<file path="config.mk">
export PLATFORM = sky130hd
export DESIGN_NAME = function_scan_ctrl
export DESIGN_NICKNAME = d
export VERILOG_FILES = /design/src/rtl/function_scan_ctrl.sv
export SDC_FILE = /design/constraint.sdc
export NUM_CORES = 1
export LEC_CHECK = 0
export CAP_MARGIN = 30
export CORE_MARGIN = 3
export CORE_UTILIZATION = 51
export DETAILED_ROUTE_END_ITERATION = 10
export PLACE_DENSITY_LB_ADDON = 0.05
export SETUP_SLACK_MARGIN = 0.5
export SLEW_MARGIN = 30
export SYNTH_ARGS = -nofsm -noshare
export SYNTH_HDL_FRONTEND = slang
export SYNTH_SLANG_ARGS = --single-unit
</file>
<file path="constraint.sdc">
create_clock -name clk -period 2.9 [get_ports clk]
set_input_delay 0.87 -clock clk [delete_from_list [all_inputs] [get_ports clk]]
set_output_delay 0.87 -clock clk [all_outputs]
set_load 0.03 [all_outputs]
</file>
<file path="src/rtl/function_scan_ctrl.sv">
// function_scan_ctrl: exhaustive truth-table scan of a decoder-based
// 4-input function unit. Each minterm is driven for SETTLE+1 cycles,
// f is sampled on the last cycle, and the captured table is compared
// against a golden table when the scan completes.
// The captured-table port is named scan_table because "table" is a
// reserved word in SystemVerilog.
module function_scan_ctrl #(
    parameter int unsigned SETTLE = 1
) (
    input  logic        clk,
    input  logic        nrst,
    input  logic        start,
    input  logic        abort,
    input  logic [15:0] expected,
    input  logic        f,
    output logic [3:0]  abcd,
    output logic        en,
    output logic        busy,
    output logic        done,
    output logic [15:0] scan_table,
    output logic        match,
    output logic [3:0]  first_fail
);

    localparam logic [3:0] SETTLE_C = SETTLE[3:0];

    typedef enum logic [1:0] {
        IDLE,
        DRIVE,
        FINISH
    } state_t;

    state_t      state;
    state_t      state_nxt;
    logic [3:0]  idx;
    logic [3:0]  cnt;
    logic        capture;
    logic        last;
    logic [15:0] table_nxt;
    logic [15:0] diff;
    logic        match_nxt;
    logic [3:0]  ff_nxt;
    logic        found;

    // Capture happens on the last settle cycle unless an abort overrides it
    always_comb begin
        capture = (state == DRIVE) && !abort && (cnt == SETTLE_C);
        last    = capture && (idx == 4'd15);
    end

    // Comparison result including the bit being captured on this edge
    always_comb begin
        table_nxt      = scan_table;
        table_nxt[idx] = f;
        diff           = table_nxt ^ expected;
        match_nxt      = (diff == '0);
        ff_nxt         = '0;
        found          = 1'b0;
        for (int unsigned i = 0; i < 16; i++) begin
            if (diff[i] && !found) begin
                ff_nxt = 4'(i);
                found  = 1'b1;
            end
        end
    end

    // State register
    always_ff @(posedge clk or negedge nrst) begin
        if (!nrst) begin
            state <= IDLE;
        end else begin
            state <= state_nxt;
        end
    end

    // Next-state logic
    always_comb begin
        state_nxt = state;
        unique case (state)
            IDLE:    if (start) state_nxt = DRIVE;
            DRIVE: begin
                if (abort) begin
                    state_nxt = IDLE;
                end else if (last) begin
                    state_nxt = FINISH;
                end
            end
            FINISH:  state_nxt = IDLE;
            default: state_nxt = IDLE;
        endcase
    end

    // Output decode from state
    always_comb begin
        abcd = '0;
        en   = 1'b0;
        busy = 1'b0;
        done = 1'b0;
        unique case (state)
            DRIVE: begin
                abcd = idx;
                en   = 1'b1;
                busy = 1'b1;
            end
            FINISH:  done = 1'b1;
            default: ;
        endcase
    end

    // Minterm index, settle counter and table capture
    always_ff @(posedge clk or negedge nrst) begin
        if (!nrst) begin
            idx        <= '0;
            cnt        <= '0;
            scan_table <= '0;
        end else if (state == IDLE) begin
            if (start) begin
                idx        <= '0;
                cnt        <= '0;
                scan_table <= '0;
            end
        end else if (state == DRIVE && !abort) begin
            if (capture) begin
                scan_table[idx] <= f;
                cnt             <= '0;
                if (idx != 4'd15) begin
                    idx <= idx + 4'd1;
                end
            end else begin
                cnt <= cnt + 4'd1;
            end
        end
    end

    // Result registers, updated only on a completed scan
    always_ff @(posedge clk or negedge nrst) begin
        if (!nrst) begin
            match      <= 1'b0;
            first_fail <= '0;
        end else if (last) begin
            match      <= match_nxt;
            first_fail <= ff_nxt;
        end
    end

endmodule

</file>
# Yosys cells after proc, flatten, opt, wreduce, memory -nomap -nowiden
# Index checks and enable logic that the tools add are counted.
word_totals:
  ff_bits: 31
  word_cells: 114
  input_bits: 21
classes:
  mux: 52
  n_bitwise: 1
  reduce_logical: 44
  addsub: 2
  magnitude_cmp: 2
  n_eq_ne: 7
ops:
  columns: ["operator", "count"]
  rows:
  - ["$mux 4", 23]
  - ["$mux 16", 4]
  - ["$logic_and 1x1->1", 19]
  - ["$mux 1", 19]
  - ["$bwmux 16", 1]
  - ["$logic_not 1->1", 16]
  - ["$logic_not 16->1", 1]
  - ["$xor 16x16->16", 1]
  - ["$add 4x1->4 const B", 2]
  - ["$mux 2", 3]
  - ["$reduce_bool 2->1", 3]
  - ["$lt 4x5->1 const B", 1]
  - ["$demux 1 s4", 1]
  - ["$eq 4x1->1 const B", 1]
  - ["$eq 4x4->1 const B", 1]
  - ["$ge 4x1->1 const B", 1]
  - ["$ne 4x4->1 const B", 1]
  - ["$pmux 2 s2", 1]
  - ["$reduce_and 2->1", 2]
  - ["$reduce_and 4->1", 1]
  - ["$ne 3x3->1 const B", 1]
  - ["$reduce_and 3->1", 1]
  - ["$eq 2x1->1 const B", 1]
  - ["$eq 2x2->1 const B", 1]
  - ["2 further kinds", 2]

# Logic depth before layout (Yosys ltp)
depth:
  depth_word: 52
  depth_mapped: 9
  mapped_depth_nobuf: 9

# Worst setup path after synthesis
# No wires, ideal clock.
synth_path:
  kind: "input-to-reg"
  startpoint: "input f"
  endpoint: "register first_fail[0]"
  stages: 8
  required_ns: 2.801
  setup_slack_ns: 0.436
  n_path_buf: 2
  t_arrival_ns: 2.364
  setup_time_ns: 0.099
  cell_sequence: "buf_4 -> clkbuf_1 -> mux2i_1 -> xnor2_1 -> a211oi_1 -> o31ai_2 -> o221ai_1 -> a311oi_1"
synth_between:
  elab_chain_len: 48
  elab_cells_between_ends: 62
  cone_classes: "mux: 31; bitwise: 1; reduce/logical: 30"
synth_rtl:
  columns: ["item", "line_no", "text"]
  rows:
  - ["start, declared", "15", "input logic f,"]
  - ["$bwmux 16 *", "54", "table_nxt[idx] = f;"]
  - ["$xor 16x16->16 *", "55", "diff = table_nxt ^ expected;"]
  - ["$mux 1", "60", "if (diff[i] && !found) begin"]
  - ["$logic_not 1->1", "60", null]
  - ["$logic_and 1x1->1", "60", null]
  - ["$mux 1", "60", null]
  - ["$logic_not 1->1", "60", null]
  - ["$logic_and 1x1->1", "60", null]
  - ["(+32 left out)", null, null]
  - ["$logic_and 1x1->1", "60", null]
  - ["$mux 1", "60", null]
  - ["$logic_not 1->1", "60", null]
  - ["$logic_and 1x1->1", "60", null]
  - ["$mux 1", "60", null]
  - ["$logic_not 1->1", "60", null]
  - ["$logic_and 1x1->1", "60", null]
  - ["$mux 4 *", "60", null]
  - ["end signal, assigned", "142", "first_fail <= ff_nxt;"]
  - ["end, declared", "22", "output logic [3:0] first_fail"]
# Every way passes the cells marked *; elsewhere a longest branch is shown, timed or not.
# A chain may end at the register's enable or synchronous reset.

# Final worst setup path
layout_path:
  startpoint: "register idx[0]"
  endpoint: "register first_fail[1]"
layout_between:
  elab_chain_len: 52
  elab_cells_between_ends: 68
  cone_classes: "order compare: 2; eq/ne: 1; mux: 32; bitwise: 1; reduce/logical: 32"
layout_rtl:
  columns: ["item", "line_no", "text"]
  rows:
  - ["start, declared", "35", "logic [3:0] idx;"]
  - ["start signal, assigned", "127", "idx <= idx + 4'd1;"]
  - ["$lt 4x5->1 (not written as such) / $ge 4x1->1 (equally long branches)", "54", null]
  - ["$logic_and 1x1->1 (not written as such)", "54", null]
  - ["$mux 1 (not written as such)", "54", null]
  - ["$demux 1 s4", "54", null]
  - ["$bwmux 16", "54", null]
  - ["$xor 16x16->16", "55", null]
  - ["$mux 1", "60", null]
  - ["$logic_not 1->1", "60", null]
  - ["(+36 left out)", null, null]
  - ["$logic_and 1x1->1", "60", null]
  - ["$mux 1", "60", null]
  - ["$logic_not 1->1", "60", null]
  - ["$logic_and 1x1->1", "60", null]
  - ["$mux 1", "60", null]
  - ["$logic_not 1->1", "60", null]
  - ["$logic_and 1x1->1", "60", null]
  - ["$mux 4", "60", null]
# Several ways; a longest one is shown, not always the timed one.

==> results.yml <==
outcome:
  status: "finished, final reports clean"
synthesis:
  synth_seq_area_share: 0.351
  ys_types: 45
  syn_area_mm2: 0.00221
  synth_cells: 241
  synth_ff_type: "dfrtp_1"
  synth_seq_cells: 31
  syn_avg_cell_area_um2: 9.17
  synth.net_count: 268
  synth_edf_count: 0
  async_flop_share: 1.00
  yosys_warnings: 0
placement:
  port_buffers: 48
  place.gp.congestion: 0.819
  dp_hpwl_mm: 4.28
  placed_area_mm2: 0.00283
global_route:
  grt_pass1_wl_mm: 9.60
  grt.total_usage: 0.237
  grt_max_degree: 32
  grt_antenna_before_repair: 0
  grt_pass1_vias: 2098
  overflow: 0
cells_and_area:
  seqCellArea_um2: 778
  area_growth_pct: 45.6
  drive_above_1_share: 0.283
  nNetsFinal: 350
  fill_cells: 293
  final_cell_area_mm2: 0.00322
  antenna_cells: 0
  multi_input_area_mm2: 0.00150
sta:
  hold_violations: 0
  slew_viol_final: 0
  rsz0062_at_grt: "true"
  skew_ns: 0.00904
  slew_headroom: 0.633
  period_minus_slack_ns: 2.52
  tightest_slew_ns: 0.549
  max_freq_ghz: 0.396
  timing.final.crit_share: 0.870
  setup-tns-final_ns: 0
  setup_viol: 0
clock_network:
  clockBufferDepth: 2
  htreeDepth: 2
  clk_latency_ns: 0.29
  cts_sinks: 31
  cts_buffers: 5
  cts_tree: "done"
  root_buffer: "clkbuf_8"
  hold_buffers: 0
  path_clk_slew_ns: 0.07
floorplanning:
  die_y_um: 71.8
  core_mm2: 0.00409
  ios: 49
  dieArea_mm2: 0.00516
  start_util: 0.541
  rows: 23
  die_x_um: 71.8
worst_setup_path:
  r2r_slack_ns: 0.38
  path_class: "reg2reg"
  crit_buf_inv: 2
  cp-end-kind: "flop"
  max_stage_delay_ns: 0.45
  worstSetupStartpointType: "flop"
  cp_top_family: "simple AND/OR/NAND/NOR gates"
  cp_data_arrival_time_ns: 2.75
  cp_max_fo: 5
  crit_chain: "buf_6 > ha_4 > nor3b_4 > mux2i_1 > xnor2_1 > nor4_2 > buf_4 > nand4_1 > nor4_2 > o31a_1"
  cpMostUsedCell: "nor4_2"
  timing.critical_path.slowest_stage_cell: "dfrtp_2"
  required_ns: 3.13
pwr:
  p_sw_frac: 0.375
  power.share.clock: 0.181
  vdd.ir_drop.worst_uv: 584
  p_sw_uw: 659
  comb_power_share: 0.521
  p_int_mw: 1.10
  sequentialPowerShare: 0.298
  powerDensity_mw_per_mm2: 545
  leakagePower_nw: 1.47
drt:
  via_per_inst: 5.72
  vias: 2127
  wl_mm: 6.28
  wl_per_cell_um: 16.9
  drt_pass1_iterations: 5
  drtAntennaViolNets: 0
  first_iter_violations: 189
  drc_errors: 0
hold_path:
  hold_path_class: "reg2reg"
job:
  maxCapViolCount: 0
==> area by class of cell <==
cell class | instances | area share
repair buffers | 88 | 0.242
inverters | 6 | 0.00777
flip-flops and latches | 31 | 0.242
well taps | 50 | 0.0194
multi-input cells | 191 | 0.466
clock buffers | 6 | 0.0225
==> path summary, 6_finish.rpt <==
| check | start | endpoint | cells after the start |
|---|---|---|---|
| setup / recovery | idx[0] | first_fail[1] | 10 |
| hold / removal | first_fail[3] | first_fail[3] | 1 |
| setup reg to reg | idx[0] | first_fail[1] | 10 |
| hold reg to reg | first_fail[3] | first_fail[3] | 1 |
| max in group asynchronous | nrst | idx[1] | 2 |
| min in group asynchronous | nrst | scan_table[6] | 2 |
==> Yosys cell counts (3+ instances only) <==
cell      instances  area share
o21ai_0          38       0.086
dfrtp_1          31        0.35
nor2_1           18       0.031
nand2_1          17       0.029
mux2i_1          15       0.068
xnor2_1          15       0.059
a21oi_1          11       0.025
and2_1            8       0.023
xor2_1            7       0.028
clkbuf_1          6       0.010
ha_1              6       0.034
nor2b_1           6       0.017
buf_4             5       0.017
inv_1             5      0.0085
nand3_1           5       0.011
nand3b_1          5       0.017
nor3b_2           3       0.017
nor4_2            3       0.017
==> kinds of logic (layout without fill, tap and decap cells) <==
logic type,after synthesis,count (layout),synth area share
AND/OR/NAND/NOR,81,81,0.234
flip-flops,31,31,0.351
multiplexers,16,16,0.0741
XOR/XNOR,22,22,0.0872
adder cells (fa/ha/maj),6,6,0.0340
AO/OA/AOI/OAI,66,66,0.175
buffers and inverters,19,100,0.0447
==> routing by layer <==
metal	vias up	routed length (um)	GRT usage	share of wire
li1	1018	-	-	-
met1	1034	2660	0.287	0.42
met2	71	3270	0.416	0.52
met3	4	319	0.0519	0.051
met4	0	38	0.0752	0.0060
met5	-	0	0	0
==> repair_timing <==
item / CTS / global route
gates resized for setup: 25 / 33
setup buffers: 0 / 20
pin swaps: 5 / 12
setup endpoints to repair: 26 / 10
==> placed cells by master (no fill, tap or decap), drive strengths merged, types with 5 or more instances in the layout <==
| cell type | instances |
|---|---|
| and2 | 8 |
| nor2b | 6 |
| nor2 | 18 |
| nand3b | 8 |
| nand3 | 7 |
| xnor2 | 15 |
| dfrtp | 31 |
| nand2 | 17 |
| a21oi | 11 |
| clkbuf | 10 |
| mux2i | 16 |
| xor2 | 7 |
| inv | 5 |
| clkdlybuf4s50 | 40 |
| ha | 6 |
| buf | 41 |
| o21ai | 38 |
==> registers in the layout (all words and copies together), names as in the netlist <==
name and flops:
match 1, cnt 4, scan_table 16, first_fail 4, idx 4, state 2
==> power by group through the flow <==
stage               combinational [mW]  clock [mW]  sequential, mW
CTS                              0.634       0.325           0.519
global placement                 0.591           0           0.518
floorplan                        0.386           0           0.520
detailed placement               0.603           0           0.520
global route                     0.975       0.341           0.529
finish                           0.915       0.318           0.523
==> metrics by stage <==
step	hold WS (ns)	worst slack [ns]	util	power (mW)	cells
finish	0.484	0.378	0.788	1.76	372
global route	0.498	0.209	0.788	1.84	372
CTS	0.489	0.493	0.727	1.48	352
detailed placement	0.474	-0.184	0.692	1.12	346
global placement	0.468	-0.125	0.692	1.11	346
floorplan	0.506	0.549	-	0.906	241
==> worst reg2reg max path, stage by stage, from the launching register on <==
cell and delay (ns):
dfrtp_2 0.45, buf_6 0.13, ha_4 0.14, nor3b_4 0.23, mux2i_1 0.28, xnor2_1 0.15
nor4_2 0.30, buf_4 0.17, nand4_1 0.17, nor4_2 0.29, o31a_1 0.16
No activity file was read; power rests on OpenSTA's default activity.
